==> config.mk <==
export PLATFORM = sky130hd
export DESIGN_NAME = gcd_stein_param
export DESIGN_NICKNAME = d
export VERILOG_FILES = /design/src/rtl/gcd_pkg.sv /design/src/rtl/gcd_step.sv /design/src/rtl/gcd_stein_param.sv
export SDC_FILE = /design/constraint.sdc
export NUM_CORES = 1
export LEC_CHECK = 0
export BUFFER_PORTS_ARGS = -buffer_cell sky130_fd_sc_hd__buf_2
export CORE_UTILIZATION = 30
export DETAILED_ROUTE_END_ITERATION = 12
export GPL_ROUTABILITY_DRIVEN = 0
export GPL_TIMING_DRIVEN = 0
export HOLD_SLACK_MARGIN = 0.06
export PLACE_DENSITY_LB_ADDON = 0.15
export SYNTH_ARGS = -nofsm -noshare
export SYNTH_HDL_FRONTEND = slang
export SYNTH_HIERARCHICAL = 1
export SYNTH_SLANG_ARGS = --single-unit
==> constraint.sdc <==
create_clock -name Clk -period 6.78 [get_ports Clk]
set_input_delay 1.017 -clock Clk [delete_from_list [all_inputs] [get_ports Clk]]
set_output_delay 1.017 -clock Clk [all_outputs]
set_load 0.01 [all_outputs]
==> src/rtl/gcd_pkg.sv <==
// Shared definitions for the binary (Stein) GCD engine: one-hot state
// encodings and the counter-width helper.
package gcd_pkg;

    typedef enum logic [3:0] {
        I    = 4'b0001,
        SUB  = 4'b0010,
        MULT = 4'b0100,
        DONE = 4'b1000
    } state_t;

    // Bits needed to count factors of two in a WIDTH-bit operand, plus one.
    function automatic int clog2_p1(input int value);
        int r;
        r = 0;
        for (int k = 0; k < 32; k++) begin
            if ((64'd1 << k) < 64'(value)) begin
                r = k + 1;
            end
        end
        return r + 1;
    endfunction

endpackage

==> src/rtl/gcd_step.sv <==
// Combinational reduction step of Stein's algorithm: swaps, subtracts or
// halves the working pair and reports the termination flags.
module gcd_step #(
    parameter int WIDTH = 8
) (
    input  logic [WIDTH-1:0] a,
    input  logic [WIDTH-1:0] b,
    output logic [WIDTH-1:0] a_next,
    output logic [WIDTH-1:0] b_next,
    output logic             inc_twos,
    output logic             eq,
    output logic             b_zero
);

    assign eq     = (a == b);
    assign b_zero = (b == '0);

    // Reduction rule selection; keeps A >= B so the odd-odd subtract never wraps.
    always_comb begin
        a_next   = a;
        b_next   = b;
        inc_twos = 1'b0;
        if (a < b) begin
            a_next = b;
            b_next = a;
        end else if (a[0] && b[0]) begin
            a_next = a - b;
        end else if (!a[0] && !b[0]) begin
            a_next   = a >> 1;
            b_next   = b >> 1;
            inc_twos = 1'b1;
        end else if (!a[0]) begin
            a_next = a >> 1;
        end else begin
            b_next = b >> 1;
        end
    end

endmodule

==> src/rtl/gcd_stein_param.sv <==
// Parameterised binary GCD with one-hot FSM (I/SUB/MULT/DONE).
// Optional cycle counter output Cycles enabled by macro GCD_CYCLE_CNT_EN.
module gcd_stein_param
    import gcd_pkg::*;
#(
    parameter  int WIDTH = 8,
    localparam int CW    = clog2_p1(WIDTH)
) (
    input  logic             Clk,
    input  logic             Reset,
    input  logic             CEN,
    input  logic             Start,
    input  logic             Ack,
    input  logic [WIDTH-1:0] Ain,
    input  logic [WIDTH-1:0] Bin,
    output logic [WIDTH-1:0] A,
    output logic [WIDTH-1:0] B,
    output logic [WIDTH-1:0] AB_GCD,
    output logic [CW-1:0]    i_count,
    output logic             q_I,
    output logic             q_Sub,
    output logic             q_Mult,
    output logic             q_Done,
    output logic             Busy
`ifdef GCD_CYCLE_CNT_EN
    ,
    output logic [15:0]      Cycles
`endif
);

    state_t           state_r;
    logic [WIDTH-1:0] a_r;
    logic [WIDTH-1:0] b_r;
    logic [WIDTH-1:0] gcd_r;
    logic [CW-1:0]    icnt_r;
    logic             busy_r;

    logic [WIDTH-1:0] a_next_s;
    logic [WIDTH-1:0] b_next_s;
    logic             inc_s;
    logic             eq_s;
    logic             b_zero_s;

    gcd_step #(.WIDTH(WIDTH)) u_step (
        .a        (a_r),
        .b        (b_r),
        .a_next   (a_next_s),
        .b_next   (b_next_s),
        .inc_twos (inc_s),
        .eq       (eq_s),
        .b_zero   (b_zero_s)
    );

    // FSM and datapath registers; Busy is registered alongside the state.
    always_ff @(posedge Clk or posedge Reset) begin
        if (Reset) begin
            state_r <= I;
            a_r     <= '0;
            b_r     <= '0;
            gcd_r   <= '0;
            icnt_r  <= '0;
            busy_r  <= 1'b0;
        end else begin
            case (state_r)
                I: begin
                    a_r    <= Ain;
                    b_r    <= Bin;
                    icnt_r <= '0;
                    gcd_r  <= '0;
                    if (Start) begin
                        state_r <= SUB;
                        busy_r  <= 1'b1;
                    end else begin
                        state_r <= I;
                        busy_r  <= 1'b0;
                    end
                end
                SUB: begin
                    if (CEN) begin
                        if (eq_s || b_zero_s) begin
                            gcd_r <= a_r;
                            if (icnt_r == '0) begin
                                state_r <= DONE;
                                busy_r  <= 1'b0;
                            end else begin
                                state_r <= MULT;
                                busy_r  <= 1'b1;
                            end
                        end else begin
                            a_r <= a_next_s;
                            b_r <= b_next_s;
                            if (inc_s) begin
                                icnt_r <= icnt_r + CW'(1);
                            end
                        end
                    end
                end
                MULT: begin
                    if (CEN) begin
                        gcd_r  <= gcd_r << 1;
                        icnt_r <= icnt_r - CW'(1);
                        if (icnt_r == CW'(1)) begin
                            state_r <= DONE;
                            busy_r  <= 1'b0;
                        end
                    end
                end
                DONE: begin
                    busy_r <= 1'b0;
                    if (Ack) begin
                        state_r <= I;
                    end
                end
                default: begin
                    state_r <= I;
                    busy_r  <= 1'b0;
                end
            endcase
        end
    end

`ifdef GCD_CYCLE_CNT_EN
    logic [15:0] cycles_r;

    // Saturating count of enabled SUB/MULT steps for the current run.
    always_ff @(posedge Clk or posedge Reset) begin
        if (Reset) begin
            cycles_r <= 16'd0;
        end else begin
            case (state_r)
                I: cycles_r <= 16'd0;
                SUB, MULT: begin
                    if (CEN && (cycles_r != 16'hFFFF)) begin
                        cycles_r <= cycles_r + 16'd1;
                    end
                end
                default: cycles_r <= cycles_r;
            endcase
        end
    end

    assign Cycles = cycles_r;
`endif

    assign A       = a_r;
    assign B       = b_r;
    assign AB_GCD  = gcd_r;
    assign i_count = icnt_r;
    assign q_I     = state_r[0];
    assign q_Sub   = state_r[1];
    assign q_Mult  = state_r[2];
    assign q_Done  = state_r[3];
    assign Busy    = busy_r;

endmodule
==> flow_summary.json <==
{
  "setup_viol": 0,
  "ys_types": 50,
  "first_pass_iters": 6,
  "post_cts_buffers": 0,
  "p_leak_nw": 1.58,
  "core_mm2": 0.00872,
  "num_rows": 34,
  "cts_made_buffers": 5,
  "startpoint_type": "register",
  "ios": 54,
  "tritoncts": "done",
  "cts-root-buf": "clkbuf_8",
  "synth_area_per_cell_um2": 8.42,
  "finalMaxSlewViolations": 0,
  "syn_to_final_growth_pct": 18.8,
  "drc": 0,
  "vdd_ir_drop_max_uv": 178,
  "grt.total_usage": 0.166,
  "clock_latency_ns": 0.29,
  "drive_gt1_frac": 0.302,
  "start_util": 0.311,
  "clock_sinks": 33,
  "crit_chain": "inv_1, ha_1, fa_1, nand2b_1, a211oi_2, o22ai_4, buf_6, nor2b_1, a21oi_1, nor2_1, mux2_2",
  "clk_path_buf_depth": 2,
  "antenna_found_initial": 0,
  "fin_area_mm2": 0.00322,
  "synth-edff-count": 0,
  "clk_pin_slew_worst_paths_ns": 0.08,
  "wl_per_cell_um": 15.3,
  "dpl_cell_area_mm2": 0.00314,
  "worst_slew_margin_rel": 0.301,
  "die_x_um": 97.1,
  "synth-seq-area-share": 0.305,
  "min_period_over_period": 0.455,
  "arrival_ns": 3.25,
  "drt.antenna.violating_nets": 0,
  "synthCells": 322,
  "critPathMaxFanout": 10,
  "worst_path_max_delay_cell": "dfrtp_1",
  "io_buffers": 53,
  "fin_nets": 419,
  "nFillCells": 908,
  "holdBufCountCts": 0,
  "critPathKind": "reg -> reg",
  "diodes": 0,
  "synth.net_count": 358,
  "power_density_mw_per_mm2": 593,
  "crit_path_max_incr_delay_ns": 0.50,
  "h-tree-depth": 2,
  "grt-ovfl-total": 0,
  "cp-end-kind": "register",
  "ys_seq_elements": 33,
  "async_reset_ff_frac": 1.00,
  "fin_skew_ns": 0.0107,
  "grt_max_degree": 23,
  "fp.dieH_um": 97.1,
  "rsz0062_at_grt": "no",
  "synth_flop_cell": "dfrtp_1",
  "setup-tns-final_ns": 0,
  "grt_pass1_vias": 2437,
  "post_cts_resized": 0,
  "min_period_ns": 3.08,
  "hold_violations": 0,
  "hold_class": "reg -> reg",
  "ys.warnings.count": 6,
  "viasPerCell": 4.97,
  "drtIter0Drc": 109,
  "status": "finished clean",
  "max_freq_ghz": 0.324,
  "tightest_slew_ns": 1.05,
  "place_hpwl_um": 5830,
  "vias": 2447,
  "cp.required_ns": 6.95,
  "die-area_mm2": 0.00942,
  "mappedNetlistArea_mm2": 0.00271,
  "grt_pass1_wl_um": 12600,
  "maxCapViolations": 0,
  "drt_wl_total_um": 7540
}
==> cell usage in the layout, fill, tap and decap left out, drive strengths merged, types with 2 or more instances in the layout <==
| cell | n |
|---|---|
| or4b | 2 |
| nor4b | 3 |
| nor3b | 2 |
| dfrtp | 32 |
| mux2i | 6 |
| inv | 15 |
| a22o | 8 |
| xor2 | 4 |
| clkbuf | 15 |
| ha | 14 |
| nor2 | 27 |
| nor2b | 2 |
| a22oi | 2 |
| o41ai | 2 |
| a21oi | 22 |
| buf | 66 |
| mux2 | 29 |
| o22ai | 3 |
| o21ai | 16 |
| nand3 | 3 |
| nor3 | 8 |
| and3 | 3 |
| o31ai | 5 |
| nand2b | 4 |
| a211oi | 5 |
| nand2 | 69 |
| nand4 | 3 |
| clkinv | 2 |
==> kinds of logic (layout without fill, tap and decap cells) <==
group / Yosys count / after routing / synth area share
AO/OA/AOI/OAI: 70 / 70 / 0.176
flip-flops: 33 / 33 / 0.305
buffers and inverters: 36 / 98 / 0.0729
adder cells (fa/ha/maj): 15 / 15 / 0.0720
AND/OR/NAND/NOR: 129 / 129 / 0.219
multiplexers: 35 / 35 / 0.143
XOR/XNOR: 4 / 4 / 0.0129
==> path summary, 6_finish.rpt <==
path                                  start                      to  slack (ns)  depth (start not counted)
setup / recovery           A[0]$_DFFE_PP0P_  i_count[1]$_DFFE_PP0P_        3.70                         11
min in group asynchronous             Reset  i_count[3]$_DFFE_PP0P_        0.77                          2
max in group asynchronous             Reset   AB_GCD[0]$_DFFE_PP0P_        5.49                          3
setup reg to reg           A[0]$_DFFE_PP0P_  i_count[1]$_DFFE_PP0P_        3.70                         11
hold / removal             Busy$_DFFE_PP0P_        Busy$_DFFE_PP0P_        0.51                          1
hold reg to reg            Busy$_DFFE_PP0P_        Busy$_DFFE_PP0P_        0.51                          1
==> worst max-delay path, delay by kind of cell, from the launching register on <==
kind	cells	cell delay, ns
adder cells (fa/ha/maj)	2	0.64
AO/OA/AOI/OAI	3	0.62
AND/OR/NAND/NOR	3	0.51
flip-flops	1	0.50
multiplexers	1	0.36
buffers and inverters	2	0.34
==> metal layers <==
metal,share of wire,vias up,GRT usage
met1,0.48,1158,0.223
met5,0,-,0
li1,-,1242,-
met4,0.013,0,0.0448
met3,0.029,8,0.0259
met2,0.47,39,0.277
==> through the flow <==
stage	worst slack (ns)	util	hold slack [ns]	cells	power [mW]
4_1_cts	3.69	0.369	0.518	492	1.93
2_1_floorplan	4.06	-	0.551	322	1.41
3_3_place_gp	3.75	0.357	0.496	483	1.76
5_1_grt	3.47	0.369	0.535	492	2.09
3_5_place_dp	3.73	0.360	0.501	484	1.77
6_report	3.70	0.369	0.514	492	1.91
==> cells in the mapped netlist, types with 2 or more instances <==
cell type   n  area, um2
clkbuf_1    8       30.0
a211oi_1    4       30.0
buf_6       5       56.3
a21oi_2     4       35.0
a21oi_1    18       90.1
a22o_1      8       70.1
buf_2       6       30.0
dfrtp_1    32        801
a22oi_1     2       15.0
nor2_1     26       97.6
nand2b_1    4       25.0
ha_1       14        175
o31ai_1     5       37.5
and3_1      3       18.8
nor4b_1     2       17.5
o21ai_0    15       75.1
nor2b_1     2       12.5
nor3_1      7       35.0
xor2_1      4       35.0
inv_1      15       56.3
o22ai_1     2       12.5
nand2_1    69        259
mux2_2     29        327
o41ai_1     2       17.5
nor3b_1     2       15.0
nand4_1     3       18.8
mux2i_1     6       60.1
nand3_1     3       15.0
==> where the power goes <==
group / total (mW) / internal [mW] / switching [mW] / leakage [nW]
sequential: 0.412 / 0.282 / 0.131 / 0.419
combinational: 1.35 / 0.603 / 0.748 / 1.11
clock: 0.146 / 0.0712 / 0.0751 / 0.0450
total: 1.91 / 0.956 / 0.954 / 1.58
==> sequential cells by signal (all words and copies together) (netlist names) <==
| signal | flops |
|---|---|
| AB_GCD | 8 |
| A | 8 |
| B | 8 |
| i_count | 4 |
| state_r | 4 |
| Busy | 1 |
==> cell type report <==
| cell class | count | area (um2) | area share |
|---|---|---|---|
| Clock buffer | 6 | 72.6 | 0.0225 |
| Timing Repair Buffer | 54 | 293 | 0.0909 |
| Buffer | 21 | 141 | 0.0439 |
| Inverter | 15 | 56.3 | 0.0175 |
| Clock inverter | 2 | 10.0 | 0.00311 |
| Tap cell | 108 | 135 | 0.0419 |
| Sequential cell | 33 | 827 | 0.257 |
| Multi-Input combinational cell | 253 | 1690 | 0.523 |
No activity file was read; power rests on OpenSTA's default activity.
